## src/rtl/armleocpu_bus_arbiter_pkg.sv

```systemverilog
// armleocpu_bus_defs: bus definitions shared by the caches and the
// backing-memory arbiter.
//   - field widths of the cache <-> memory bus
//   - command and response codes
//   - port indices of the two-master arbiter
//   - arbiter FSM state type
//   - packed request/response payload structs
package armleocpu_bus_defs;

  localparam int unsigned CMD_W  = 3;
  localparam int unsigned RESP_W = 3;
  localparam int unsigned ADDR_W = 34;
  localparam int unsigned DATA_W = 32;
  localparam int unsigned BE_W   = 4;

  // Command codes
  localparam logic [CMD_W-1:0] CMD_NONE  = CMD_W'(0);
  localparam logic [CMD_W-1:0] CMD_READ  = CMD_W'(1);
  localparam logic [CMD_W-1:0] CMD_WRITE = CMD_W'(2);

  // Response codes; anything other than OKAY terminates a burst
  localparam logic [RESP_W-1:0] RESP_OKAY      = RESP_W'(0);
  localparam logic [RESP_W-1:0] RESP_SLAVEERR  = RESP_W'(1);
  localparam logic [RESP_W-1:0] RESP_DECODEERR = RESP_W'(2);

  // Arbiter port indices
  localparam logic PORT_D = 1'b0;
  localparam logic PORT_I = 1'b1;

  typedef enum logic {
    ST_IDLE = 1'b0,
    ST_BUSY = 1'b1
  } arb_state_t;

  // Request payload (burstcount is parameterised and kept outside)
  typedef struct packed {
    logic [CMD_W-1:0]  cmd;
    logic [ADDR_W-1:0] address;
    logic [DATA_W-1:0] wdata;
    logic [BE_W-1:0]   wbyte_enable;
  } bus_req_t;

  // Per-beat completion payload
  typedef struct packed {
    logic              done;
    logic [RESP_W-1:0] response;
    logic [DATA_W-1:0] rdata;
  } bus_rsp_t;

  // True when a beat response must abort the rest of the burst
  function automatic logic resp_is_error(input logic [RESP_W-1:0] resp);
    return resp != RESP_OKAY;
  endfunction

endpackage

```

## src/rtl/armleocpu_rr_arbiter2.sv

```systemverilog
// armleocpu_rr_arbiter2: combinational two-input round-robin pick.
// Ports:
//   req_i       in  2  request vector, bit 0 = D-cache, bit 1 = I-cache
//   last_i      in  1  port granted most recently
//   gnt_valid_o out 1  at least one request present
//   gnt_o       out 1  chosen port (valid only when gnt_valid_o)
module armleocpu_rr_arbiter2
  import armleocpu_bus_defs::*;
(
  input  logic [1:0] req_i,
  input  logic       last_i,
  output logic       gnt_valid_o,
  output logic       gnt_o
);

  // On a tie the port that was not served last wins
  always_comb begin
    gnt_valid_o = |req_i;
    gnt_o       = PORT_D;
    case (req_i)
      2'b01:   gnt_o = PORT_D;
      2'b10:   gnt_o = PORT_I;
      2'b11:   gnt_o = ~last_i;
      default: gnt_o = PORT_D;
    endcase
  end

endmodule

```

## src/rtl/armleocpu_bus_arbiter.sv

```systemverilog
// armleocpu_bus_arbiter: shares one backing-memory port between the
// D-cache (port 0) and I-cache (port 1). The bus is held for a complete
// transaction (all burst beats), grants alternate on contention, and
// completions are routed combinationally to the granted cache only.
// Ports:
//   clk, rst_n                         clock, async active-low reset
//   d_*/i_* transaction, cmd, address,
//     burstcount, wdata, wbyte_enable  upstream requests (inputs)
//   d_*/i_* transaction_done,
//     transaction_response, rdata      upstream completions (outputs)
//   m_transaction .. m_wbyte_enable    downstream request (outputs)
//   m_transaction_done, m_transaction_response, m_rdata
//                                      downstream completion (inputs)
module armleocpu_bus_arbiter
  import armleocpu_bus_defs::*;
#(
  parameter int unsigned BURST_W = 4
) (
  input  logic                clk,
  input  logic                rst_n,

  input  logic                d_transaction,
  input  logic [CMD_W-1:0]    d_cmd,
  input  logic [ADDR_W-1:0]   d_address,
  input  logic [BURST_W-1:0]  d_burstcount,
  input  logic [DATA_W-1:0]   d_wdata,
  input  logic [BE_W-1:0]     d_wbyte_enable,
  output logic                d_transaction_done,
  output logic [RESP_W-1:0]   d_transaction_response,
  output logic [DATA_W-1:0]   d_rdata,

  input  logic                i_transaction,
  input  logic [CMD_W-1:0]    i_cmd,
  input  logic [ADDR_W-1:0]   i_address,
  input  logic [BURST_W-1:0]  i_burstcount,
  input  logic [DATA_W-1:0]   i_wdata,
  input  logic [BE_W-1:0]     i_wbyte_enable,
  output logic                i_transaction_done,
  output logic [RESP_W-1:0]   i_transaction_response,
  output logic [DATA_W-1:0]   i_rdata,

  output logic                m_transaction,
  output logic [CMD_W-1:0]    m_cmd,
  output logic [ADDR_W-1:0]   m_address,
  output logic [BURST_W-1:0]  m_burstcount,
  output logic [DATA_W-1:0]   m_wdata,
  output logic [BE_W-1:0]     m_wbyte_enable,
  input  logic                m_transaction_done,
  input  logic [RESP_W-1:0]   m_transaction_response,
  input  logic [DATA_W-1:0]   m_rdata
);

  arb_state_t           state_q, state_d;
  logic                 grant_q, grant_d;
  logic                 last_q, last_d;
  logic [BURST_W-1:0]   beat_cnt_q, beat_cnt_d;

  logic                 rr_valid;
  logic                 rr_gnt;

  bus_req_t             sel_req;
  logic                 sel_trans;
  logic [BURST_W-1:0]   sel_burst;
  logic [BURST_W-1:0]   last_beat;
  logic                 final_beat;
  bus_rsp_t             m_rsp;

  armleocpu_rr_arbiter2 u_rr (
    .req_i       ({i_transaction, d_transaction}),
    .last_i      (last_q),
    .gnt_valid_o (rr_valid),
    .gnt_o       (rr_gnt)
  );

  // Request fields of the currently granted port
  always_comb begin
    if (grant_q == PORT_I) begin
      sel_trans            = i_transaction;
      sel_burst            = i_burstcount;
      sel_req.cmd          = i_cmd;
      sel_req.address      = i_address;
      sel_req.wdata        = i_wdata;
      sel_req.wbyte_enable = i_wbyte_enable;
    end else begin
      sel_trans            = d_transaction;
      sel_burst            = d_burstcount;
      sel_req.cmd          = d_cmd;
      sel_req.address      = d_address;
      sel_req.wdata        = d_wdata;
      sel_req.wbyte_enable = d_wbyte_enable;
    end
  end

  assign m_rsp.done     = m_transaction_done;
  assign m_rsp.response = m_transaction_response;
  assign m_rsp.rdata    = m_rdata;

  // Burstcount 0 behaves as a single beat; an error response ends early
  assign last_beat  = (sel_burst == '0) ? '0 : sel_burst - BURST_W'(1);
  assign final_beat = m_rsp.done &&
                      ((beat_cnt_q == last_beat) || resp_is_error(m_rsp.response));

  // State register
  always_ff @(posedge clk or negedge rst_n) begin
    if (!rst_n) begin
      state_q    <= ST_IDLE;
      grant_q    <= PORT_D;
      last_q     <= PORT_I;
      beat_cnt_q <= '0;
    end else begin
      state_q    <= state_d;
      grant_q    <= grant_d;
      last_q     <= last_d;
      beat_cnt_q <= beat_cnt_d;
    end
  end

  // Next-state and outputs; IDLE drives every output to zero
  always_comb begin
    state_d                = state_q;
    grant_d                = grant_q;
    last_d                 = last_q;
    beat_cnt_d             = beat_cnt_q;

    m_transaction          = 1'b0;
    m_cmd                  = '0;
    m_address              = '0;
    m_burstcount           = '0;
    m_wdata                = '0;
    m_wbyte_enable         = '0;
    d_transaction_done     = 1'b0;
    d_transaction_response = '0;
    d_rdata                = '0;
    i_transaction_done     = 1'b0;
    i_transaction_response = '0;
    i_rdata                = '0;

    case (state_q)
      ST_IDLE: begin
        if (rr_valid) begin
          grant_d    = rr_gnt;
          beat_cnt_d = '0;
          state_d    = ST_BUSY;
        end
      end

      ST_BUSY: begin
        m_transaction  = sel_trans;
        m_cmd          = sel_req.cmd;
        m_address      = sel_req.address;
        m_burstcount   = sel_burst;
        m_wdata        = sel_req.wdata;
        m_wbyte_enable = sel_req.wbyte_enable;

        if (grant_q == PORT_I) begin
          i_transaction_done     = m_rsp.done;
          i_transaction_response = m_rsp.response;
          i_rdata                = m_rsp.rdata;
        end else begin
          d_transaction_done     = m_rsp.done;
          d_transaction_response = m_rsp.response;
          d_rdata                = m_rsp.rdata;
        end

        if (m_rsp.done) begin
          beat_cnt_d = beat_cnt_q + BURST_W'(1);
        end
        // Stay BUSY until the downstream finishes, even if the request drops
        if (final_beat) begin
          last_d     = grant_q;
          beat_cnt_d = '0;
          state_d    = ST_IDLE;
        end
      end

      default: begin
        state_d = ST_IDLE;
      end
    endcase
  end

endmodule

```

## config.mk

```make
export PLATFORM = sky130hd
export DESIGN_NAME = armleocpu_bus_arbiter
export DESIGN_NICKNAME = d
export VERILOG_FILES = /design/src/rtl/armleocpu_bus_arbiter_pkg.sv /design/src/rtl/armleocpu_rr_arbiter2.sv /design/src/rtl/armleocpu_bus_arbiter.sv
export SDC_FILE = /design/constraint.sdc
export NUM_CORES = 1
export LEC_CHECK = 0
export ABC_CLOCK_PERIOD_IN_PS = 2400
export CORE_AREA = 10 10 126 128
export CTS_BUF_LIST = sky130_fd_sc_hd__clkbuf_16
export DETAILED_ROUTE_END_ITERATION = 10
export DIE_AREA = 0 0 136 138
export PLACE_DENSITY = 0.71
export SLEW_MARGIN = 5
export SYNTH_ARGS = -nofsm -noshare
export SYNTH_HDL_FRONTEND = slang
export SYNTH_HIERARCHICAL = 1
export SYNTH_SLANG_ARGS = --single-unit
```

## constraint.sdc

```tcl
create_clock -name clk -period 2.4 [get_ports clk]
set_input_delay 0.48 -clock clk [delete_from_list [all_inputs] [get_ports clk]]
set_output_delay 0.48 -clock clk [all_outputs]
set_load 0.02 [all_outputs]
```

==> flow_summary.ini <==
[flow_run]
maxCapViolCount = 0

[worst_hold_path]
min_path_type = input pin to asynchronous set/reset pin

[yosys]
ys_seq_elements = 7
avgSynthCellArea_um2 = 7.461
synthesis.yosys.warnings = 6
synth_area_leaders = mux2i_1 32%, nor2b_1 19%, and2_1 9.7%, and3_1 9.5%, dfrtp_1 6.2%
synth.top_cell.area_share_pct = 31.59
synth_ff_type = dfrtp_1
synth_edf_count = 0
synthMostInstantiatedCell = mux2i_1
synth.distinct_cells = 45
syn_inst = 327
synth_common_cells = 77 x mux2i_1, 76 x nor2b_1, 38 x and2_1, 37 x and3_1, 22 x clkbuf_1
synth_area_um2 = 2440
ys_seq_area_share_pct = 7.231
yosys.area.top_type = mux2i_1
syn_nets = 522
async_flop_share_pct = 100.0

[critical_path]
crit_top_cell = buf_6
critPathArrivalTime_ns = 2.51
ff2ff_setup_slack_ns = 0.05
critPathSlowestCell = or4b_4
r2r-start = grant_q$_DFFE_PN0P_
cp_max_fo = 7
worstPathRequired_ns = 2.55
cp-end-kind = flip-flop
r2r-end = last_q$_DFFE_PN1P_
critPathMaxStageDelay_ns = 0.54
cp_cell_sequence = buf_6 > buf_6 > nand4b_1 > o31ai_1 > or4b_4 > o32ai_2 > o22a_2 > and3_4 > mux2_4
ff2ff_path_depth = 9
path_class = flip-flop to flip-flop
worst_setup_path_start_kind = flip-flop

[pwr]
power.leakage_nw = 3.619
power_density_nw_per_um2 = 612.4
finalPower_mw = 3.949
peakVddDrop_uv = 320.9

[timing]
tightest_slew_ns = 0.4684
slew_headroom_pct = 67.97
drv_slew = 0
fin_crit_sh_pct = 98.09
layout_min_cycle_time_ns = 2.354
clock_skew_ns = 0.002113
final-setup-viol-count = 0
rsz0062_at_grt = true
fmax_ghz = 0.4248
tns_ns = 0
hold_viol_final = 0

[finish]
final_util_pct = 47.75
insertedDiodeCount = 0
syn_to_final_growth_pct = 164.3
final_area_um2 = 6449
drive_gt1_share_pct = 6.767
final_cells = 845
fin_nets = 861

[placement]
dpl_cell_area_um2 = 6132
gp_congestion = 0.8524
dpl.hpwl_um = 14720
dpl.cell_count = 837
port_buffers = 343

[drt]
wl_per_cell_um = 20.75
routed_wl_um = 17530
num_vias = 3781
drt_iter0_markers = 167
firstDrtPassIters = 5
route.detailed.drc = 0
ant_nets = 0
viasPerCell = 4.475

[clocking]
cts-hold-fix-buffers = 0
clk_latency_ns = 0.23
cts_buffer_depth = 2
clk_pin_slew_ns = 0.04
cts.sink_count = 7
numCtsBuffers = 3
cts_tree = done
clockRootBuffer = clkbuf_16
htree_levels = 1

[die]
rows = 43
core_um2 = 13500
start_util_pct = 18.07
fp.dieArea_um2 = 18770
fp.dieW_um = 136
io_pins = 344
die_height_um = 138

[grt]
grt_max_degree = 61
globalRoute.totalOverflow = 0
grtUsageTotal_pct = 16.85
antenna_found_initial = 0
grt_pass1_wl_um = 25050
grt_pass1_vias = 3912

[outcome]
status = complete, no violations
## logic make-up (layout without fill, tap and decap cells)
family / after synthesis / after routing / synth area share, %
XOR/XNOR: 3 / 3 / 1.077
adder cells (fa/ha/maj): 1 / 1 / 0.5127
multiplexers: 81 / 81 / 33.69
buffers and inverters: 34 / 372 / 6.102
AND/OR/NAND/NOR: 181 / 181 / 45.74
flip-flops: 7 / 7 / 7.231
AO/OA/AOI/OAI: 20 / 20 / 5.641
## layout make-up
cell class	instances	area, um2
multi-input cells	286	2176
well taps	180	225.2
fillers	1269	7056
flip-flops and latches	7	181.4
repair buffers	364	3772
clock buffers	3	75.07
inverters	4	15.01
clock inverters	1	3.754
## stage by stage
step                      setup WS (ns)  hold WS [ns]
after global placement          -0.3321        0.5448
after global routing           -0.03312        0.5365
after detailed placement        -0.3703        0.5609
final                           0.04573        0.5143
after floorplan                 0.07406        0.1844
after CTS                      -0.08876        0.5287
## routing by layer
metal / vias up / routed length, um / GRT usage, %
met5: - / 0 / 0
met3: 11 / 2285 / 7.645
met4: 0 / 154 / 2.412
li1: 1803 / - / -
met2: 230 / 8538 / 29.63
met1: 1737 / 6554 / 18.39
## placed cells by master, fill, tap and decap left out, types with 6 or more instances in the layout
| master | count |
|---|---|
| and2_1 | 38 |
| and3_1 | 37 |
| nor2b_1 | 75 |
| dlygate4sd2_1 | 57 |
| nor2_1 | 6 |
| buf_4 | 13 |
| dlymetal6s2s_1 | 71 |
| mux2i_1 | 74 |
| clkdlybuf4s50_1 | 214 |
| nand2_1 | 6 |
## where the power goes
part / internal (mW) / switching (mW)
Sequential: 0.148 / 0.0239
Combinational: 1.71 / 1.79
Clock: 0.216 / 0.0614
## state kept, by name, summed over array words and instances (netlist names)
| register | cells |
|---|---|
| last_q | 1 |
| beat_cnt_q | 4 |
| state_q | 1 |
| grant_q | 1 |
## how the worst max path moves through the flow
stage                              from                  to  slack [ns]
floorplan           grant_q$_DFFE_PN0P_       m_address[25]        0.07
global placement        d_burstcount[3]  last_q$_DFFE_PN1P_       -0.33
detailed placement      d_burstcount[3]  last_q$_DFFE_PN1P_       -0.37
CTS                 grant_q$_DFFE_PN0P_       m_address[15]       -0.09
global route        grant_q$_DFFE_PN0P_  last_q$_DFFE_PN1P_       -0.03
finish              grant_q$_DFFE_PN0P_  last_q$_DFFE_PN1P_        0.05
## repair_timing
| action | 4_1_cts | 5_1_grt |
|---|---|---|
| setup buffers | 1 | 3 |
| setup endpoints to repair | 108 | 92 |
| pin swaps | 1 | 2 |
| gates resized for setup | 66 | 82 |
## critical path, delay by kind of cell, from the launching register on
kind                   cells  cell delay [ns]
AOI/OAI and AO/OA          3             0.39
muxes                      1             0.29
and+or+nand+nor            3             0.82
buffers and inverters      2             0.29
DFF                        1             0.48
Note: power is estimated with default switching activity, not from simulation.
==> patch (config.mk and constraints unchanged) <==
Reset style: synchronous (`rst_n`), changed in one clocked block. Comments in the files are not updated.
--- a/src/rtl/armleocpu_bus_arbiter.sv
+++ b/src/rtl/armleocpu_bus_arbiter.sv
@@ -101,7 +101,7 @@
                       ((beat_cnt_q == last_beat) || resp_is_error(m_rsp.response));
 
   // State register
-  always_ff @(posedge clk or negedge rst_n) begin
+  always_ff @(posedge clk) begin
     if (!rst_n) begin
       state_q    <= ST_IDLE;
       grant_q    <= PORT_D;
Check against the original RTL: differs if rst_n is asserted again (counterexample within 4 cycles, from zero or initial values and one cycle with rst_n low); with rst_n held inactive, the same outputs for 4 cycles.
==> patch against the unedited design <==
- synthesized area is 1.7% lower
- sequential cell count is the same
- cell area is 2.0% lower
- wire length fell by 6.5%
- critical path type is now in -> out
- global-route usage fell by 0.66 points
- largest cell class unchanged
- setup slack got worse by 0.013 ns
- die area stayed put
Power is not compared: it rests on default switching activity, and its combinational part moved more than twofold at a synthesized area within 25%.
==> patch: results (changes against the unedited design) <==
Post-synthesis xor/xnor area fraction - 1.10% (+0.019 points)
Main combinational cell family by area after synthesis - simple AND/OR/NAND/NOR gates
Syn nets - 517 (-0.96%)
Layout cell share with drive strength beyond 1 - 6.90% (+0.13 points)
Critical Path AT - 1.89 ns (-0.62 ns)
Crit-path max cell delay - 0.53 ns
CTS clk-pin slew, worst paths - 0.04 ns (about the same)
P_leak - 2.69 nW
First-pass GRT wire length - 24.2 mm (-3.6%)
Vias - 3641 (-3.7%)
Worst Skew - 0.00185 ns (-0.000260 ns)
Synth Cell Area - 0.00240 sq mm (-1.7%)
Resized cells post-CTS - 45 (-32%)
Post-CTS setup buffer count - 3 (+2)
Synth unique cells - 38 (-16%)
Dominant synthesized flop cell - dfxtp_1
Status - finished, final reports clean
Total track usage - 16.2% (-0.66 points)
Wire length per cell - 19.4 um (-6.7%)
IO Port Bufs - 343 (unchanged)
Post-synthesis mux area share - 35.3% (+1.6 points)
Worst Hold Class - reg -> reg
Delay-heaviest family, CP - buffers and inverters
Synth top cells by count - mux2i_1, nor2b_1, and2_1, and3_1, clkbuf_1
Post-Synth Adder-Cell Area - 0.522% (+0.0091 points)
Final Routed Wirelength - 16.4 mm (-6.5%)
Worst Tran Pin Value - 0.336 ns (-0.132 ns)
Largest net degree at the start of global routing - 67 (+9.8%)
Post-synthesis sequential area ratio - 5.85% (-1.4 points)
Placement Setup Slack - -0.227 ns (+0.144 ns)
Final GP Congestion - 0.898 (+5.3%)
Clock network power share - 17.6%
CP Max Fanout - 4 (-3)
Asr flop ratio synth - 0% (-100 points)
# nets final - 863 (+0.23%)
Fill count - 1298 (+2.3%)
Placed instance count - 839 (+0.24%)
Syn Inst Count - 322 (-1.5%)
VDD IR max - 0.000166 V
Vias in the first global route - 3990 (+2.0%)
Pre-antenna DRT Iters - 4 (-1)
HPWL after detailed placement - 14.4 mm (-2.3%)
Area contributors post-synth - mux2i_1, nor2b_1, and2_1, and3_1, dfxtp_1
Synth Area in Compound Gates - 5.79% (+0.15 points)
Critical path's slowest cell - clkdlybuf4s50_1
Drt initial violations - 111 (-34%)
Area post-placement - 0.00620 sq mm (+1.1%)
==> patch: layout make-up <==
type,count,area [sq um],share of cell area (%)
well taps,180,225,3.56
flip-flops and latches,7,145,2.30
clock buffers,3,75.1,1.19
clock inverters,1,3.75,0.0594
repair buffers,372,3720,58.8
multi-input cells,283,2150,34.0
inverters,1,3.75,0.0594
==> patch: worst register-to-register path, cell delays in order, from the launching register on <==
cell	delay, ns
dfxtp_4	0.40
buf_4	0.14
mux2_4	0.31
or4_4	0.55
a32oi_2	0.20
o221ai_2	0.17
a21oi_4	0.25
nor3_1	0.09
==> patch: path summary, 6_finish.rpt <==
check                       start              end  slack [ns]  cells after the start
hold / removal             last_q           last_q        0.50                      2
setup / recovery  d_burstcount[2]  m_burstcount[2]        0.03                      4
setup reg to reg          grant_q    beat_cnt_q[2]        0.17                      7
hold reg to reg            last_q           last_q        0.50                      2
==> patch: routing by layer <==
metal  global-route usage (%)  wire length [um]
met3                     5.22              1380
met2                     32.2              9260
met1                     15.6              5610
met5                        0                 0
met4                     2.86               145
